--- config.mk ---
export PLATFORM = sky130hd
export DESIGN_NAME = ysyx_210544_exe_ctrl
export DESIGN_NICKNAME = d
export VERILOG_FILES = /design/src/rtl/ysyx_210544_exe_ctrl.sv
export SDC_FILE = /design/constraint.sdc
export NUM_CORES = 1
export LEC_CHECK = 0
export ABC_AREA = 1
export BUFFER_PORTS_ARGS = -buffer_cell sky130_fd_sc_hd__buf_2
export CAP_MARGIN = 5
export CORE_AREA = 2 2 264 266
export DETAILED_ROUTE_END_ITERATION = 8
export DIE_AREA = 0 0 266 268
export HOLD_SLACK_MARGIN = 0.06
export PLACE_DENSITY = 0.4
export SLEW_MARGIN = 20
export SYNTH_ARGS = -nofsm -noshare
export SYNTH_HDL_FRONTEND = slang
export SYNTH_SLANG_ARGS = --single-unit
--- constraint.sdc ---
create_clock -name clk -period 1.55 [get_ports clk]
set_input_delay 0.31 -clock clk [delete_from_list [all_inputs] [get_ports clk]]
set_output_delay 0.31 -clock clk [all_outputs]
set_load 0.005 [all_outputs]
--- src/rtl/ysyx_210544_exe_ctrl.sv ---
// ----------------------------------------------------------------------------
// ysyx_210544_exe_ctrl
//
// Execute-stage sequencer between the ID stage and the combinational execute
// unit. One instruction is latched per i_valid/o_ready handshake. The execute
// unit's enable is then driven for exactly one cycle (short op) or for
// LONG_OP_CYCLES consecutive cycles (long op such as mul/div). The result is
// captured on the last enable cycle and offered to the commit side with an
// o_valid/i_ready handshake. A taken jump produces a one-cycle o_redirect pulse.
//
// Ports
//   clk, rst                         clock, synchronous active-high reset
//   i_valid / o_ready                instruction handshake from ID
//   i_inst_type/opcode, i_long_op    decoded instruction, latched on accept
//   i_op1/i_op2/i_op3                operands, latched on accept
//   i_flush                          aborts the held instruction, wins over all
//   o_exe_ena, o_exe_type/opcode,
//   o_exe_op1/2/3                    drive of the combinational execute unit
//   i_exe_ack_req, i_exe_rd_wdata,
//   i_exe_pc_jmp/jmpaddr,
//   i_exe_skip_cmt                   execute unit results
//   o_ack                            ack to execute unit, first DONE cycle
//   o_valid / i_ready                result handshake to commit side
//   o_rd_wdata, o_skip_cmt           captured result
//   o_redirect, o_redirect_addr      one-cycle PC redirect and its target
//   o_busy                           controller not idle
// ----------------------------------------------------------------------------
module ysyx_210544_exe_ctrl #(
  parameter int LONG_OP_CYCLES = 33
) (
  input  logic        clk,
  input  logic        rst,
  input  logic        i_valid,
  output logic        o_ready,
  input  logic [4:0]  i_inst_type,
  input  logic [7:0]  i_inst_opcode,
  input  logic        i_long_op,
  input  logic [63:0] i_op1,
  input  logic [63:0] i_op2,
  input  logic [63:0] i_op3,
  input  logic        i_flush,
  output logic        o_exe_ena,
  output logic [4:0]  o_exe_type,
  output logic [7:0]  o_exe_opcode,
  output logic [63:0] o_exe_op1,
  output logic [63:0] o_exe_op2,
  output logic [63:0] o_exe_op3,
  input  logic        i_exe_ack_req,
  input  logic [63:0] i_exe_rd_wdata,
  input  logic        i_exe_pc_jmp,
  input  logic [63:0] i_exe_pc_jmpaddr,
  input  logic        i_exe_skip_cmt,
  output logic        o_ack,
  output logic        o_valid,
  input  logic        i_ready,
  output logic [63:0] o_rd_wdata,
  output logic        o_skip_cmt,
  output logic        o_redirect,
  output logic [63:0] o_redirect_addr,
  output logic        o_busy
);

  localparam logic [1:0] S_IDLE = 2'd0;
  localparam logic [1:0] S_EXEC = 2'd1;
  localparam logic [1:0] S_LONG = 2'd2;
  localparam logic [1:0] S_DONE = 2'd3;

  // EXEC supplies the first enable cycle; LONG counts the remaining ones
  // down to zero, so it starts two below the total.
  localparam logic [5:0] LONG_CNT_INIT = 6'(LONG_OP_CYCLES - 2);

  generate
    if (LONG_OP_CYCLES < 2 || LONG_OP_CYCLES > 63) begin : g_bad_long_op_cycles
      $error("LONG_OP_CYCLES must lie in 2..63");
    end
  endgenerate

  logic [1:0]  state_q, state_d;
  logic [5:0]  cnt_q, cnt_d;
  logic        first_q;
  logic        long_q;
  logic [4:0]  type_q;
  logic [7:0]  opcode_q;
  logic [63:0] op1_q, op2_q, op3_q;
  logic [63:0] rd_wdata_q;
  logic        skip_q;
  logic        jmp_q;
  logic [63:0] jmpaddr_q;

  logic ready;
  logic accept;
  logic capture;

  // NOTE: every signal written here gets a default first so no latch is inferred.
  always_comb begin
    ready   = !i_flush && (state_q == S_IDLE || (state_q == S_DONE && i_ready));
    accept  = i_valid && ready;
    // Result is valid on the last enable cycle of the instruction.
    capture = !i_flush && ((state_q == S_EXEC && !long_q) ||
                           (state_q == S_LONG && cnt_q == 6'd0));
    state_d = state_q;
    cnt_d   = cnt_q;
    if (i_flush) begin
      state_d = S_IDLE;
    end else begin
      case (state_q)
        S_IDLE: if (accept) state_d = S_EXEC;
        S_EXEC: begin
          if (long_q) begin
            state_d = S_LONG;
            cnt_d   = LONG_CNT_INIT;
          end else begin
            state_d = S_DONE;
          end
        end
        S_LONG: begin
          if (cnt_q == 6'd0) state_d = S_DONE;
          else               cnt_d   = cnt_q - 6'd1;
        end
        S_DONE: begin
          if (accept)       state_d = S_EXEC;
          else if (i_ready) state_d = S_IDLE;
        end
        default: state_d = S_IDLE;
      endcase
    end
  end

  // NOTE: sequential state uses non-blocking assignments so every register
  // samples the pre-edge values of the others.
  always_ff @(posedge clk) begin
    if (rst) begin
      // NOTE: the datapath registers are reset too, because all outputs
      // (including captured data and latched operands) must read 0 after reset.
      state_q    <= S_IDLE;
      cnt_q      <= 6'd0;
      first_q    <= 1'b0;
      long_q     <= 1'b0;
      type_q     <= '0;
      opcode_q   <= '0;
      op1_q      <= '0;
      op2_q      <= '0;
      op3_q      <= '0;
      rd_wdata_q <= '0;
      skip_q     <= 1'b0;
      jmp_q      <= 1'b0;
      jmpaddr_q  <= '0;
    end else begin
      state_q <= state_d;
      cnt_q   <= cnt_d;
      // Marks the first DONE cycle; redirect and ack fire only there.
      first_q <= (state_d == S_DONE) && (state_q != S_DONE);
      if (accept) begin
        long_q   <= i_long_op;
        type_q   <= i_inst_type;
        opcode_q <= i_inst_opcode;
        op1_q    <= i_op1;
        op2_q    <= i_op2;
        op3_q    <= i_op3;
      end
      if (capture) begin
        rd_wdata_q <= i_exe_rd_wdata;
        skip_q     <= i_exe_skip_cmt;
        jmp_q      <= i_exe_pc_jmp;
        jmpaddr_q  <= i_exe_pc_jmpaddr;
      end
      // A flushed instruction must not leave a redirect behind.
      if (i_flush) jmp_q <= 1'b0;
    end
  end

  assign o_ready         = ready;
  assign o_exe_ena       = (state_q == S_EXEC || state_q == S_LONG) && !i_flush;
  assign o_exe_type      = type_q;
  assign o_exe_opcode    = opcode_q;
  assign o_exe_op1       = op1_q;
  assign o_exe_op2       = op2_q;
  assign o_exe_op3       = op3_q;
  assign o_valid         = (state_q == S_DONE) && !i_flush;
  assign o_ack           = (state_q == S_DONE) && first_q && !i_flush;
  assign o_redirect      = (state_q == S_DONE) && first_q && jmp_q && !i_flush;
  assign o_redirect_addr = jmpaddr_q;
  assign o_rd_wdata      = rd_wdata_q;
  assign o_skip_cmt      = skip_q;
  assign o_busy          = (state_q != S_IDLE);

  // The execute unit must be requesting an ack when the result is first offered.
  ack_req_in_done: assert property (@(posedge clk) disable iff (rst)
    (state_q == S_DONE && first_q) |-> i_exe_ack_req)
    else $error("i_exe_ack_req low in first DONE cycle");

endmodule
### Word level (Yosys, flattened, before mapping)

Index checks and enable logic that the tools add are counted.

| word-level totals | value |
|---|---|
| bits in registers | 345 |
| latch bits | 0 |
| bits in writable memories | 0 |
| memory bits (read-only) | 0 |
| input port bits | 342 |
| output and inout port bits | 340 |
| word-level logic and storage cells | 56 |
| memories kept | 0 |

| cells by class | value |
|---|---|
| add/sub/neg operators | 1 |
| $mul | 0 |
| divide/modulo/power cells | 0 |
| magnitude comparators | 0 |
| equal/unequal tests | 7 |
| shift operators | 0 |
| mux-type cells | 10 |
| bitwise operators | 1 |
| reductions and logical operators | 24 |

Operators with widths:

| cell | number |
|---|---|
| $logic_and A1 B1 Y1 | 13 |
| $mux W6 | 2 |
| $pmux W6 S2 | 1 |
| $mux W2 | 5 |
| $pmux W2 S4 | 1 |
| $eq A2 B2 Y1 const B | 3 |
| $logic_not A6 Y1 | 1 |
| $ne A2 B2 Y1 const B | 3 |
| $sub A6 B1 Y6 const B | 1 |
| $reduce_and A4 Y1 | 1 |
| $reduce_bool A2 Y1 | 2 |
| $logic_or A1 B1 Y1 | 3 |
| $eq A2 B1 Y1 const B | 1 |
| $logic_not A1 Y1 | 2 |
| $logic_not A2 Y1 | 1 |
| $reduce_or A2 Y1 | 1 |
| $mux W1 | 1 |
| $not A1 Y1 | 1 |

### Depth between registers and ports, before layout

| depth | value |
|---|---|
| depth after elaboration | 10 |
| gate-level depth with buffers | 12 |

### Worst setup path before layout

Ideal clock, no wire load.

| timing path | value |
|---|---|
| kind | register -> register |
| from | register state_q[0] |
| to | register rd_wdata_q[0] (netlist: o_rd_wdata[0]) |
| setup time | 0.116 ns |
| arrival | 1.529 ns |
| required time | 1.434 ns |
| slack | -0.095 ns |
| cell stages (with the launch flop) | 12 |
| buffers on the path | 2 |
| path through | dfxtp_1 -> inv_1 -> ha_1 -> inv_2 -> nor2_1 -> nand2_1 -> nand2_2 -> nand2_4 -> buf_4 -> clkbuf_2 -> o21ai_0 -> nor2_1 |

| between the ends | value |
|---|---|
| longest elaborated chain between the ends | 4 |
| elaborated cells on any way between the ends | 6 |
| those cells by class | 2 x eq/ne; 4 x reduce/logical |

RTL lines:

| what | RTL line | text |
|---|---|---|
| start, declared | 78 | `logic [1:0] state_q, state_d;` |
| start signal, assigned | 149 | `state_q <= state_d;` |
| $eq A2 B1 Y1 or $eq A2 B2 Y1 (tied branches) | 99, 100 |  |
| $logic_and A1 B1 Y1 (on tied branches) | 99, 100 |  |
| $logic_or A1 B1 Y1 (*) | 99 | `capture = !i_flush && ((state_q == S_EXEC && !long_q) \|\|` |
| $logic_and A1 B1 Y1 (*) | 99 |  |
| end signal, assigned | 162 | `rd_wdata_q <= i_exe_rd_wdata;` |
| end, declared | 85 | `logic [63:0] rd_wdata_q;` |

Mark *: on every way between the ends. The rest lies on a longest branch, timed or not.
A chain may end at the register's enable or synchronous reset.

### Worst setup path after layout

| timing path | value |
|---|---|
| from | register state_q[0] |
| to | output o_ready |

| between the ends | value |
|---|---|
| longest elaborated chain between the ends | 4 |
| elaborated cells on any way between the ends | 5 |
| those cells by class | 1 x eq/ne; 4 x reduce/logical |

RTL lines:

| what | RTL line | text |
|---|---|---|
| $eq A2 B2 Y1 | 96 | `ready = !i_flush && (state_q == S_IDLE \|\| (state_q == S_DONE && i_ready));` |
| $logic_and A1 B1 Y1 | 96 |  |
| $logic_or A1 B1 Y1 (*) | 96 |  |
| $logic_and A1 B1 Y1 (*) | 96 |  |
| end, declared | 34 | `output logic o_ready,` |

Marks and branches as above.

==> flow_metrics.tcl <==
set metrics [dict create \
    clk_transition_reported_paths_ns 0.06 \
    report.final.setup_viol 351 \
    route.detailed.drc 0 \
    worst-r2r-setup-slack_ns -0.32 \
    route.detailed.wl_per_inst_um 19.0 \
    io-pin-count 682 \
    grt.met3_usage_pct 4.38 \
    reg2reg_to "o_redirect_addr[50]$_SDFFE_PP0P_" \
    cts.root.buffer_cell "sky130_fd_sc_hd__clkbuf_16" \
    placementRows 96 \
    max_stage_delay_ns 0.37 \
    dpl.hpwl_mm 40.6 \
    placed_area_um2 17300 \
    hold_path_depth 3 \
    summed_instance_area_of_the_synthesized_netlist_um2 12600 \
    clock_insertion_delay_worst_skew_ns 0.58 \
    die-height_um 268 \
    drt_iter0_drc 782 \
    grt_pass1_wl_mm 94.2 \
    tritoncts "done" \
    final_critical_path_setup_slack_ns -0.344 \
    design_area_um2 27400 \
    grt_max_degree 53 \
    detail_route.wirelength_mm 69.1 \
    worstPathCellList "inv_4, ha_4, inv_4, a21oi_4, buf_12, buf_6" \
    kind_of_launch_point_of_the_worst_setup_path "flop" \
    switching_share_pct 26.9 \
    final_antenna_net_count 0 \
    worst-path-max-fanout 3 \
    critical_path_arrival_ns 1.58 \
    timing.hold.worst.class "input pin to flop" \
    fin_nets 3064 \
    synth_top_area_cell "sky130_fd_sc_hd__dfxtp_1" \
    ys_top_cells_by_area "sky130_fd_sc_hd__dfxtp_1, sky130_fd_sc_hd__nand3_1, sky130_fd_sc_hd__a21oi_1" \
    met1_usage_pct 19.6 \
    synth_edf_count 0 \
    p_switching_mw 6.45 \
    p_clk_share_pct 42.0 \
    worst_slew_pin_slew_ns 0.482 \
    relSlewSlack_pct 67.8 \
    power.sequential.fraction_pct 39.4 \
    n_fill_cell 6704 \
    maxClockFrequency_mhz 528 \
    ys_async_sr_fraction_pct 0 \
    seq_area_frac_synth_pct 54.9 \
    power.share.combinational_pct 18.5 \
    timing_max_transition_violations_final 0 \
    detailedRoute.firstPassIterationCount 5 \
    first_global_vias 15571 \
    grt_antenna_before_repair 1 \
    syn_to_final_growth_pct 118 \
    rsz0062_at_grt "true" \
    overall_die_area_um2 71300 \
    synthesized_instance_count 1590 \
    chipWidth_um 266 \
    cts.htree.levels 2 \
    synthTopCellsByCount "sky130_fd_sc_hd__dfxtp_1, sky130_fd_sc_hd__nor2_1, sky130_fd_sc_hd__nand2_1, sky130_fd_sc_hd__nand3_1, sky130_fd_sc_hd__a21oi_1" \
    p_int_mw 17.5 \
    initial_utilization_pct 18.4 \
    hold_path.startpoint "i_op1[46]" \
    vias 16082 \
    final-hold-violation-count 0 \
    placement.io_buffers 680 \
    yosys_warnings 0 \
    clock_skew_ns 0.0291 \
    critPathSlowestCell "sky130_fd_sc_hd__dfxtp_4" \
    postSynthAreaPerCell_um2 7.91 \
    most_frequent_cell_on_the_critical_path "sky130_fd_sc_hd__inv_4" \
    core_region_area_um2 68200 \
    routabilityCongestion 0.808 \
    status "complete, but fails checks" \
    yosysTopAreaCellShare_pct 54.9 \
    top_usage_layer_grt "met2" \
    syn-num-nets 1938 \
    total_power_mw 24.0 \
    ratio_of_cells_with_drive_above_1_in_the_final_layout_pct 52.1 \
    setup.worst_path.start "state_q[0]$_SDFF_PP0_" \
    ys.flop_type "sky130_fd_sc_hd__dfxtp_1" \
    ys_seq_elements 345 \
    grtUsageMet2_pct 30.6 \
    cts-root-to-sink-buffers 3 \
    p_leak_nw 11.8 \
    layout_min_cycle_time_ns 1.89 \
    hold_end "o_exe_op1[46]$_SDFFE_PP0P_" \
    synthMostInstantiatedCell "sky130_fd_sc_hd__dfxtp_1" \
    cts_buffers 43 \
    rr_worst_depth 13 \
    worst_setup_path_end_kind "primary output" \
    yosysUniqueCellTypes 22 \
    failed_checks "negative setup slack" \
    power_density_over_the_cells_nw_per_um2 875 \
    cts_num_sinks 345 \
    post-route-period-util_pct 122 \
    irDropWorstVdd_mv 0.650 \
    drv_cap 0 \
    cp_data_required_time_ns 1.24 \
    grt_overflow 0 \
    grt.total_usage_pct 16.9 \
    timing_worst_setup_path_type "flop to primary output" \
    via_density_per_instance 4.43 \
    rr_startpoint "state_q[0]$_SDFF_PP0_" \
]
-- flip-flops by register name, indices dropped and copies added (netlist names), 2 cells and up --
register / count
cnt_q: 6
o_exe_op1: 64
o_exe_op2: 64
o_exe_op3: 64
o_exe_opcode: 8
o_exe_type: 5
o_rd_wdata: 64
o_redirect_addr: 64
state_q: 2
-- stage by stage --
stage / hold slack, ns / TNS [ns] / setup slack [ns] / instances / util, %
4_1_cts: 0.0622 / -95.37 / -0.388 / 3596 / 36.2
3_5_place_dp: 0.451 / -45.39 / -0.223 / 3095 / 25.4
3_3_place_gp: 0.439 / -39.99 / -0.282 / 3095 / 25.4
2_1_floorplan: 0.429 / 0 / 0.00931 / 1590 / -
5_1_grt: 0.129 / -89.74 / -0.412 / 3631 / 40.1
6_report: 0.145 / -62.12 / -0.344 / 3632 / 40.1
-- placed cells by master (no fill, tap or decap), types with 22 or more instances in the layout --
cell / n
sky130_fd_sc_hd__buf_2: 675
sky130_fd_sc_hd__dfxtp_1: 343
sky130_fd_sc_hd__dlygate4sd3_1: 335
sky130_fd_sc_hd__nand2_1: 218
sky130_fd_sc_hd__nor2_1: 183
sky130_fd_sc_hd__a21oi_2: 112
sky130_fd_sc_hd__a21oi_1: 98
sky130_fd_sc_hd__nand3_2: 95
sky130_fd_sc_hd__o21ai_2: 88
sky130_fd_sc_hd__nand3_1: 71
sky130_fd_sc_hd__clkbuf_16: 71
sky130_fd_sc_hd__nor2_4: 67
sky130_fd_sc_hd__nand3_4: 56
sky130_fd_sc_hd__buf_12: 54
sky130_fd_sc_hd__buf_4: 46
sky130_fd_sc_hd__buf_6: 32
sky130_fd_sc_hd__buf_16: 24
sky130_fd_sc_hd__nor2_2: 22
-- cell families (layout without fill, tap and decap cells) --
family,Yosys count,count (layout),share of synthesized area [%]
simple gates,735,737,24.3
compound gates,345,345,13.8
flops,345,345,54.9
buf+inv,159,1315,6.31
fa+ha+maj,6,6,0.597
other cells,0,2,0
-- worst max-delay path, delay by kind of cell, from the launching register on --
family                     cells  cell delay (ns)
AOI/OAI and AO/OA              1             0.18
adders and majority gates      1             0.13
buffers and inverters          4             0.34
DFF                            1             0.37
-- routing by layer --
metal / share of wire (%) / up-vias
li1: - / 7573
met1: 39 / 7737
met2: 51 / 637
met3: 6.8 / 135
met4: 3.4 / 0
met5: 0 / -
-- power by group through the flow --
| stage | clock (mW) | combinational (mW) | sequential [mW] |
|---|---|---|---|
| 5_1_grt | 10.7 | 4.75 | 9.47 |
| 4_1_cts | 10.3 | 3.84 | 9.41 |
| 3_5_place_dp | 0 | 2.31 | 9.59 |
| 3_3_place_gp | 0 | 2.30 | 9.58 |
| 2_1_floorplan | 0 | 0.958 | 9.62 |
| 6_report | 10.1 | 4.44 | 9.44 |
-- area by class of cell --
class / count / area, um2 / share of cell area, %
clock inverters: 11 / 126 / 0.461
inverters: 24 / 131 / 0.480
multi-input cells: 1088 / 7670 / 28.0
repair inverters: 2 / 32.5 / 0.119
flip-flops and latches: 345 / 6910 / 25.2
well taps: 882 / 1100 / 4.03
repair buffers: 1212 / 10100 / 37.0
diodes: 2 / 5.00 / 0.0183
clock buffers: 66 / 1260 / 4.61
-- worst max path at each step --
| stage | endpoint | slack (ns) | cells after the start |
|---|---|---|---|
| after floorplan | o_rd_wdata[0]$_SDFFE_PP0P_ | 0.009 | 11 |
| after global placement | o_redirect_addr[45]$_SDFFE_PP0P_ | -0.28 | 10 |
| after detailed placement | o_redirect_addr[45]$_SDFFE_PP0P_ | -0.22 | 10 |
| after CTS | o_exe_ena | -0.39 | 6 |
| after global routing | o_exe_ena | -0.41 | 6 |
| final | o_ready | -0.34 | 6 |
-- repair_timing --
item,in CTS,in global routing
endpoints found under the hold margin,333,2
buffers inserted,57,25
endpoints found under the setup margin,340,351
hold buffers,333,2
resized for setup,360,566
gates cloned,35,35
pin swaps,56,146
Note: power is estimated with default switching activity, not from simulation.
